[src/rtl/btn_event_pkg.sv]
// Shared types for the button event controller: event type codes
// and per-button FSM state encoding.
package btn_event_pkg;

  typedef enum logic [1:0] {
    ST_IDLE = 2'd0,
    ST_HELD = 2'd1,
    ST_LONG = 2'd2
  } btn_state_e;

  localparam logic [1:0] EVT_SHORT   = 2'b00;
  localparam logic [1:0] EVT_LONG    = 2'b01;
  localparam logic [1:0] EVT_REPEAT  = 2'b10;
  localparam logic [1:0] EVT_RELEASE = 2'b11;

endpackage

[src/rtl/btn_event_fifo.sv]
// Event queue: DEPTH x W ring buffer, push/pop, full/empty.
// Ports: clk, reset (sync, active-high), i_push/i_wdata, i_pop, o_rdata (head), o_full, o_empty.
module btn_event_fifo #(
  parameter int W     = 4,
  parameter int DEPTH = 4
) (
  input  logic         clk,
  input  logic         reset,
  input  logic         i_push,
  input  logic [W-1:0] i_wdata,
  input  logic         i_pop,
  output logic [W-1:0] o_rdata,
  output logic         o_full,
  output logic         o_empty
);

  localparam int AW = $clog2(DEPTH);

  logic [W-1:0] r_mem [DEPTH];
  logic [AW-1:0] r_wr;
  logic [AW-1:0] r_rd;
  logic [AW:0]   r_cnt;
  logic          w_push;
  logic          w_pop;

  assign o_full  = (r_cnt == (AW+1)'(DEPTH));
  assign o_empty = (r_cnt == '0);
  assign w_pop   = i_pop & ~o_empty;
  // A full queue still accepts a write when the head leaves this cycle.
  assign w_push  = i_push & (~o_full | w_pop);
  assign o_rdata = r_mem[r_rd];

  always_ff @(posedge clk) begin
    if (reset) begin
      r_wr  <= '0;
      r_rd  <= '0;
      r_cnt <= '0;
    end else begin
      if (w_push) r_wr <= r_wr + 1'b1;
      if (w_pop)  r_rd <= r_rd + 1'b1;
      case ({w_push, w_pop})
        2'b10:   r_cnt <= r_cnt + 1'b1;
        2'b01:   r_cnt <= r_cnt - 1'b1;
        default: r_cnt <= r_cnt;
      endcase
    end
  end

  always_ff @(posedge clk) begin
    if (w_push) r_mem[r_wr] <= i_wdata;
  end

endmodule

[src/rtl/btn_event_ctrl.sv]
// Button event controller: per-button SHORT/LONG/RELEASE detection,
// one-entry pending slots, fixed-priority arbiter into an event FIFO.
// Ports: clk, reset (sync, active-high), btn_lvl, evt_valid/evt_ready/evt_data
// ({type, btn_id}), ovf (sticky drop flag), ovf_clr.
// Define BTN_AUTOREPEAT_EN to emit REPEAT events while a button stays in LONG.
module btn_event_ctrl
  import btn_event_pkg::*;
#(
  parameter int NUM_BTN       = 4,
  parameter int LONG_CYCLES   = 50000000,
  parameter int REPEAT_CYCLES = 10000000,
  parameter int FIFO_DEPTH    = 4
) (
  input  logic                         clk,
  input  logic                         reset,
  input  logic [NUM_BTN-1:0]           btn_lvl,
  output logic                         evt_valid,
  input  logic                         evt_ready,
  output logic [2+$clog2(NUM_BTN)-1:0] evt_data,
  output logic                         ovf,
  input  logic                         ovf_clr
);

  localparam int ID_W = $clog2(NUM_BTN);
  localparam int DW   = 2 + ID_W;
  localparam int CW   = $clog2(LONG_CYCLES + 1);
  localparam logic [CW-1:0] LONG_C = CW'(LONG_CYCLES);
`ifdef BTN_AUTOREPEAT_EN
  localparam logic [CW-1:0] REP_C = CW'(REPEAT_CYCLES);
`endif

  if (NUM_BTN < 2 || NUM_BTN > 8) begin : g_chk_nb
    $error("NUM_BTN out of range");
  end
  if (LONG_CYCLES < 2 || REPEAT_CYCLES < 2) begin : g_chk_cyc
    $error("LONG_CYCLES/REPEAT_CYCLES below 2");
  end
  if (FIFO_DEPTH < 2 || (FIFO_DEPTH & (FIFO_DEPTH - 1)) != 0) begin : g_chk_fd
    $error("FIFO_DEPTH not a power of two >= 2");
  end

  btn_state_e               r_state [NUM_BTN];
  btn_state_e               w_nstate [NUM_BTN];
  logic [CW-1:0]            r_cnt [NUM_BTN];
  logic [CW-1:0]            w_ncnt [NUM_BTN];
  logic [CW-1:0]            w_inc [NUM_BTN];
  logic [NUM_BTN-1:0]       r_prev;
  logic [NUM_BTN-1:0]       w_evt_v;
  logic [NUM_BTN-1:0][1:0]  w_evt_t;

  logic [NUM_BTN-1:0]       r_pend_v;
  logic [NUM_BTN-1:0][1:0]  r_pend_t;
  logic [NUM_BTN-1:0]       w_take;
  logic [NUM_BTN-1:0]       w_drop_v;
  logic                     w_any;
  logic [ID_W-1:0]          w_sel;
  logic                     r_ovf;

  logic                     w_push;
  logic                     w_pop;
  logic                     w_full;
  logic                     w_empty;
  logic [DW-1:0]            w_pdata;
  logic [DW-1:0]            w_rdata;

  // Per-button FSM: next state, counter and detected event.
  always_comb begin
    w_nstate = r_state;
    w_ncnt   = r_cnt;
    w_evt_v  = '0;
    w_evt_t  = '0;
    for (int i = 0; i < NUM_BTN; i++) begin
      w_inc[i] = (r_cnt[i] == '1) ? r_cnt[i] : r_cnt[i] + 1'b1;
      case (r_state[i])
        ST_IDLE: begin
          if (btn_lvl[i] && !r_prev[i]) begin
            w_nstate[i] = ST_HELD;
            w_ncnt[i]   = CW'(1);
          end
        end
        ST_HELD: begin
          if (!btn_lvl[i]) begin
            w_nstate[i] = ST_IDLE;
            w_ncnt[i]   = '0;
            w_evt_v[i]  = 1'b1;
            w_evt_t[i]  = EVT_SHORT;
          end else if (w_inc[i] == LONG_C) begin
            w_nstate[i] = ST_LONG;
            w_evt_v[i]  = 1'b1;
            w_evt_t[i]  = EVT_LONG;
`ifdef BTN_AUTOREPEAT_EN
            w_ncnt[i]   = CW'(1);
`else
            w_ncnt[i]   = w_inc[i];
`endif
          end else begin
            w_ncnt[i]   = w_inc[i];
          end
        end
        ST_LONG: begin
          if (!btn_lvl[i]) begin
            w_nstate[i] = ST_IDLE;
            w_ncnt[i]   = '0;
            w_evt_v[i]  = 1'b1;
            w_evt_t[i]  = EVT_RELEASE;
          end
`ifdef BTN_AUTOREPEAT_EN
          else if (r_cnt[i] == REP_C) begin
            w_ncnt[i]   = CW'(1);
            w_evt_v[i]  = 1'b1;
            w_evt_t[i]  = EVT_REPEAT;
          end else begin
            w_ncnt[i]   = w_inc[i];
          end
`endif
        end
        default: begin
          w_nstate[i] = ST_IDLE;
          w_ncnt[i]   = '0;
        end
      endcase
    end
  end

  always_ff @(posedge clk) begin
    if (reset) begin
      r_prev <= '0;
      for (int i = 0; i < NUM_BTN; i++) begin
        r_state[i] <= ST_IDLE;
        r_cnt[i]   <= '0;
      end
    end else begin
      r_prev <= btn_lvl;
      r_state <= w_nstate;
      r_cnt   <= w_ncnt;
    end
  end

  // Lowest index wins: descending scan leaves the lowest set bit selected.
  always_comb begin
    w_any = 1'b0;
    w_sel = '0;
    for (int i = NUM_BTN - 1; i >= 0; i--) begin
      if (r_pend_v[i]) begin
        w_any = 1'b1;
        w_sel = ID_W'(i);
      end
    end
  end

  assign w_pop   = ~w_empty & evt_ready;
  assign w_push  = w_any & (~w_full | w_pop);
  assign w_pdata = {r_pend_t[w_sel], w_sel};

  // A slot being drained this cycle can take a new event without loss.
  always_comb begin
    w_take   = '0;
    w_drop_v = '0;
    for (int i = 0; i < NUM_BTN; i++) begin
      w_take[i]   = w_push & (w_sel == ID_W'(i));
      w_drop_v[i] = w_evt_v[i] & r_pend_v[i] & ~w_take[i];
    end
  end

  always_ff @(posedge clk) begin
    if (reset) begin
      r_pend_v <= '0;
      r_pend_t <= '0;
      r_ovf    <= 1'b0;
    end else begin
      for (int i = 0; i < NUM_BTN; i++) begin
        if (w_evt_v[i] && !w_drop_v[i]) begin
          r_pend_v[i] <= 1'b1;
          r_pend_t[i] <= w_evt_t[i];
        end else if (w_take[i]) begin
          r_pend_v[i] <= 1'b0;
        end
      end
      if (ovf_clr)        r_ovf <= 1'b0;
      else if (|w_drop_v) r_ovf <= 1'b1;
    end
  end

  btn_event_fifo #(
    .W     (DW),
    .DEPTH (FIFO_DEPTH)
  ) u_fifo (
    .clk     (clk),
    .reset   (reset),
    .i_push  (w_push),
    .i_wdata (w_pdata),
    .i_pop   (w_pop),
    .o_rdata (w_rdata),
    .o_full  (w_full),
    .o_empty (w_empty)
  );

  assign evt_valid = ~w_empty;
  assign evt_data  = w_empty ? '0 : w_rdata;
  assign ovf       = r_ovf;

endmodule

[config.mk]
export PLATFORM = sky130hd
export DESIGN_NAME = btn_event_ctrl
export DESIGN_NICKNAME = d
export VERILOG_FILES = /design/src/rtl/btn_event_pkg.sv /design/src/rtl/btn_event_fifo.sv /design/src/rtl/btn_event_ctrl.sv
export SDC_FILE = /design/constraint.sdc
export NUM_CORES = 1
export LEC_CHECK = 0
export CAP_MARGIN = 25
export CELL_PAD_IN_SITES_DETAIL_PLACEMENT = 1
export CELL_PAD_IN_SITES_GLOBAL_PLACEMENT = 1
export CORE_MARGIN = 5
export CORE_UTILIZATION = 40
export DETAILED_ROUTE_END_ITERATION = 10
export PLACE_DENSITY_LB_ADDON = 0.1
export SLEW_MARGIN = 20
export SYNTH_ARGS = -nofsm -noshare
export SYNTH_HDL_FRONTEND = slang
export SYNTH_SLANG_ARGS = --single-unit
[constraint.sdc]
create_clock -name clk -period 7.12 [get_ports clk]
set_input_delay 1.424 -clock clk [delete_from_list [all_inputs] [get_ports clk]]
set_output_delay 1.424 -clock clk [all_outputs]
set_load 0.01 [all_outputs]
==> impl_metrics.json, run 1 <==
{
  "cts_sinks": 154,
  "path_clk_slew_ns": 0.06,
  "cts_root_buf": "clkbuf_16",
  "cp_cell_sequence": "ha_1, and3_1, nand2_1, nor3_1, buf_4, o2111ai_1, nor4_2, and2_1, a41oi_1, a311oi_1",
  "finalHoldViolCount": 0,
  "critical_path.max_stage_delay_ns": 0.56,
  "relSlewSlack": 0.3877,
  "place.gp.congestion": 0.8584,
  "ys_types": 78,
  "syn_avg_cell_area_um2": 7.519,
  "crit_type": "reg2reg",
  "status": "finished clean",
  "post-route-min-period_ns": 4.040,
  "cpLargestDelayFamily": "simple AND/OR/NAND/NOR gates",
  "fmax_ghz": 0.2475,
  "antenna_found_initial": 0,
  "drtIter0Drc": 589,
  "critPathLaunchType": "register",
  "async_flop_share": 0,
  "critPathCaptureType": "register",
  "grt_pass1_vias": 9926,
  "post-route-period-util": 0.5674,
  "tightest_slew_ns": 0.9159,
  "slew_viol_final": 0,
  "synth_edf_count": 16,
  "ys_seq_area_frac": 0.3236,
  "cp_max_fo": 11,
  "yosys_warnings": 0,
  "post_cts_buffers": 0,
  "synth_top_area_share": 0.2756,
  "p_leak_nw": 3.450,
  "synth_area_leaders": "dfxtp_1, nor2_1, a21oi_1, o21ai_0, edfxtp_1",
  "numCtsBuffers": 17,
  "min_path_type": "reg2reg",
  "drc_errors": 0,
  "yosysTopAreaCell": "dfxtp_1",
  "peakVddDrop_mv": 0.1188,
  "synth_fp_nets": 1363,
  "synth_area_um2": 10020,
  "fin_util": 0.4347,
  "setup_viol": 0,
  "vias": 9831,
  "skew_ns": 0.01214,
  "synth-seq-cells": 154,
  "grt_pass1_wl_um": 50530,
  "core_region_area_um2": 24960,
  "cts_hold_buf": 0,
  "die_area_um2": 28320,
  "cts_resized": 0,
  "wire_per_inst_um": 18.46,
  "fp-row-count": 58,
  "fin_tns_setup_ns": 0,
  "grt.overflow.total": 0,
  "cts_tree": "done",
  "grt_max_degree": 75,
  "antenna_cells": 0,
  "cp_slowest_cell": "nor3_1",
  "synth.most_common_cell": "nor2_1",
  "yosys-top-cells-count": "nor2_1, dfxtp_1, nand2_1",
  "clk_path_buf_depth": 2,
  "maxCapViolations": 0,
  "drive_gt1_frac": 0.06019,
  "p_per_area_nw_per_um2": 201.4,
  "ant_nets": 0,
  "die_y_um": 168.3,
  "io_pins": 14,
  "whs_ns": 0.4836,
  "fin_nets": 1313,
  "insertion_delay_ns": 0.44,
  "ys.flop_type": "dfxtp_1",
  "dr.pass1.iters": 5,
  "arrival_ns": 4.38,
  "dpl.hpwl_um": 20710,
  "port_buffers": 13,
  "start_util": 0.4015,
  "post_drt_via_cell_ratio": 6.046,
  "rsz0062_at_grt": "false",
  "instances_no_fill": 1626,
  "die_x_um": 168.3,
  "postSynthCellCount": 1333,
  "drt-total-wl_um": 30010,
  "crit_buf_inv": 1,
  "required_ns": 7.46,
  "htree_num_levels": 4,
  "area_growth_pct": 8.264,
  "placed_cells": 1593,
  "track_usage": 0.2123
}
==> registers in the layout, summed over array words and instances, names as in the netlist, named ones only <==
signal        cells
r_prev            4
u_fifo.r_rd       2
u_fifo.r_cnt      3
r_cnt           104
r_state           8
r_pend_t          8
r_pend_v          4
u_fifo.r_mem     16
ovf               1
u_fifo.r_wr       2
==> final timing paths <==
| check | start | end | slack (ns) | cells past startpoint |
|---|---|---|---|---|
| max reg2reg | r_cnt[26] | ovf | 3.08 | 10 |
| min | r_pend_t[6] | r_pend_t[6] | 0.48 | 1 |
| max | r_cnt[26] | ovf | 3.08 | 10 |
| min reg2reg | r_pend_t[6] | r_pend_t[6] | 0.48 | 1 |
==> cells by family after synthesis <==
kind of cell / Yosys count / share of synthesized area
buffers and inverters: 123 / 0.05031
XOR/XNOR: 33 / 0.02884
flip-flops: 154 / 0.3236
AO/OA/AOI/OAI: 369 / 0.2278
adder cells (fa/ha/maj): 22 / 0.02821
AND/OR/NAND/NOR: 613 / 0.3171
multiplexers: 19 / 0.02422
==> routing by layer <==
layer / share of wire / wire length, µm / vias to the layer above / GRT usage
met1: 0.47 / 14230 / 4851 / 0.2740
li1: - / - / 4847 / -
met4: 0.011 / 317 / 0 / 0.05328
met2: 0.49 / 14820 / 107 / 0.3763
met3: 0.021 / 643 / 26 / 0.02653
met5: 0 / 0 / - / 0
==> layout make-up <==
cell class,instances,area (µm²)
Fill cell,3112,14110
Multi-Input combinational cell,1056,6276
Sequential cell,154,3243
Clock buffer,18,429.2
Tap cell,330,412.9
Timing Repair Buffer,23,200.2
Clock inverter,14,173.9
Inverter,31,116.4
==> through the flow <==
step / total power [mW] / instance area, µm² / setup slack [ns]
floorplan: 1.149 / 10020 / 3.746
global placement: 1.248 / 10240 / 2.681
detailed placement: 1.256 / 10240 / 2.656
CTS: 2.218 / 10850 / 3.115
global route: 2.297 / 10850 / 2.896
finish: 2.186 / 10850 / 3.080
==> power by group <==
group	switching, mW	internal [mW]	total (mW)
Sequential	0.0244	0.898	0.922
Clock	0.398	0.554	0.952
Combinational	0.197	0.115	0.311
Total	0.619	1.57	2.19
==> worst reg2reg max path, cell delays in order (launching register included) <==
cell	delay, ns
dfxtp_1	0.50
ha_1	0.43
and3_1	0.51
nand2_1	0.22
nor3_1	0.56
buf_4	0.30
o2111ai_1	0.18
nor4_2	0.56
and2_1	0.26
a41oi_1	0.16
a311oi_1	0.28
==> placed cells by master, fill, tap and decap left out, types with 8 or more instances in the layout <==
cell	count
nor2_1	158
nor2b_1	9
buf_4	10
or3_1	20
nand4_1	43
a22oi_1	19
and3_1	23
nor3_1	50
nand2_1	113
clkbuf_16	17
clkdlybuf4s50_1	12
xnor2_1	20
or2_2	9
and2_1	25
xor2_1	13
a211oi_1	13
nand3b_1	8
a31oi_1	42
inv_1	31
nor4_1	21
o21ai_0	98
mux2i_1	13
ha_1	21
nand2b_1	14
a21oi_1	111
dfxtp_1	138
a311oi_1	14
edfxtp_1	16
nand3_1	66
and4_1	16
Note: power is estimated with default switching activity, not from simulation.
==> run 2: changes to the inputs <==
- clock period: 7.12 -> 3.73 ns (I/O delays scaled with it)
==> impl_metrics.json, run 2 (synthesis gave the netlist of run 1 again) <==
{
  "p_clk_frac": 0.436,
  "cp_slowest_cell": "and3_1",
  "arrival_ns": 3.79,
  "ant_nets": 0,
  "grt_max_degree": 59,
  "relSlewSlack": 0.5475,
  "die_x_um": 168.3,
  "critPathLaunchType": "register",
  "rsz0062_at_grt": "false",
  "wire_per_inst_um": 18.44,
  "dpl.hpwl_um": 21450,
  "critical_path.max_stage_delay_ns": 0.49,
  "regMostFlops": "r_cnt",
  "power_frac_seq": 0.415,
  "track_usage": 0.2160,
  "hold_path_end": "r_pend_t[6]",
  "grt_pass1_vias": 10084,
  "p_per_area_nw_per_um2": 380.3,
  "port_buffers": 13,
  "switching_share": 0.2845,
  "ff2ff_setup_slack_ns": 0.28,
  "cts_sinks": 154,
  "vias": 9886,
  "fin_nets": 1345,
  "start_util": 0.4015,
  "p_int_mw": 3.025,
  "fin_ws_ns": 0.2771,
  "cp_cell_sequence": "ha_1, and3_1, nand4_4, or4_1, nor4b_2, o2111ai_1, nor4_2, and2_1, a41oi_1, a311oi_1",
  "antenna_found_initial": 0,
  "area_growth_pct": 10.92,
  "io_pins": 14,
  "cts_tree": "done",
  "min_path_cells": 1,
  "htree_num_levels": 4,
  "layout_common_cells": "nor2_1, dfxtp_1, nand2_1, a21oi_1, o21ai_0",
  "grt.overflow.total": 0,
  "post-route-period-util": 0.9257,
  "fp-row-count": 58,
  "peakVddDrop_mv": 0.2845,
  "die_area_um2": 28320,
  "slew_viol_final": 0,
  "maxCapViolations": 0,
  "post_cts_buffers": 0,
  "holdCritStartpoint": "r_pend_t[6]",
  "fmax_ghz": 0.2896,
  "cp_max_fo": 10,
  "drtIter0Drc": 432,
  "core_region_area_um2": 24960,
  "status": "finished clean",
  "p_leak_nw": 3.619,
  "drt-total-wl_um": 30570,
  "final_common_cell": "nor2_1",
  "worstReg2RegEnd": "ovf",
  "place.gp.congestion": 0.9162,
  "dr.pass1.iters": 5,
  "reg_top3": "r_cnt x104, u_fifo.r_mem x16",
  "drc_errors": 0,
  "setup_viol": 0,
  "grt_pass1_wl_um": 51380,
  "post_drt_via_cell_ratio": 5.963,
  "place_worst_setup_slack_ns": 0.3110,
  "fin_util": 0.4454,
  "insertion_delay_ns": 0.44,
  "r2r-start": "r_cnt[27]",
  "critPathCaptureType": "register",
  "drive_gt1_frac": 0.08358,
  "min_path_type": "reg2reg",
  "worst_r2r_path_depth": 10,
  "post-route-min-period_ns": 3.453,
  "numCtsBuffers": 17,
  "required_ns": 4.07,
  "cts_root_buf": "clkbuf_16",
  "fin_tns_setup_ns": 0,
  "antenna_cells": 0,
  "die_y_um": 168.3,
  "skew_ns": 0.01501,
  "total_power_mw": 4.228,
  "tightest_slew_ns": 0.6750,
  "crit_type": "reg2reg",
  "clk_path_buf_depth": 2,
  "largest_register_ffs": 104,
  "combPwrFrac": 0.150,
  "path_clk_slew_ns": 0.06,
  "switchingPower_mw": 1.203,
  "cts_hold_buf": 0,
  "finalHoldViolCount": 0
}
[run 2: cell count changes in the layout (fill, tap and decap cells not counted), moves of 2 or more]
cell / delta
buf_4: +32
clkinv_4: -4
clkbuf_8: +2
inv_6: +3
[run 2: worst max-delay path by stage]
| stage | from | to |
|---|---|---|
| 4_1_cts | r_cnt[27] | ovf |
| 5_1_grt | r_cnt[27] | ovf |
| 2_1_floorplan | r_cnt[26] | ovf |
| 3_5_place_dp | r_cnt[27] | ovf |
| 6_report | r_cnt[27] | ovf |
| 3_3_place_gp | r_cnt[1] | ovf |
[run 2: worst max-delay path, delay by kind of cell (launching register included)]
| kind | cells | cell delay (ns) |
|---|---|---|
| flops | 1 | 0.40 |
| simple gates | 6 | 2.01 |
| fa+ha+maj | 1 | 0.38 |
| compound gates | 3 | 0.56 |
[run 2: metrics by stage]
step                instance area [µm²]  std cells  hold slack [ns]
floorplan                         10020       1333           0.4403
global route                      11120       1658           0.4977
CTS                               11120       1658           0.4786
global placement                  10500       1626           0.4595
finish                            11120       1658           0.4765
detailed placement                10500       1626           0.4630
[run 2: final cells by class]
| cell class | instances | area (µm²) |
|---|---|---|
| repair buffers | 55 | 455.4 |
| inverters | 31 | 116.4 |
| flip-flops and latches | 154 | 3243 |
| clock buffers | 21 | 481.7 |
| fillers | 3101 | 13850 |
| multi-input cells | 1056 | 6279 |
| well taps | 330 | 412.9 |
| clock inverters | 11 | 130.1 |
[run 2: power groups by stage]
stage               registers (mW)  logic, mW  clock network [mW]
floorplan                     1.78      0.412                   0
global placement              1.79      0.623                   0
detailed placement            1.79      0.636                   0
CTS                           1.75      0.641                1.89
global route                  1.76      0.706                1.95
finish                        1.75      0.633                1.84
[run 2: metal layers]
metal	routed length, µm	part of all wire	global-route usage	up-vias
met1	14300	0.47	0.2771	4850
met4	496	0.016	0.05963	0
li1	-	-	-	4894
met5	0	0	0	-
met3	644	0.021	0.02841	37
met2	15130	0.49	0.3810	105
[run 2: timing repair]
item                                    in CTS  in global routing
endpoints found under the setup margin       0                  1
endpoints found under the hold margin        0                  0
resized for setup                            0                  1
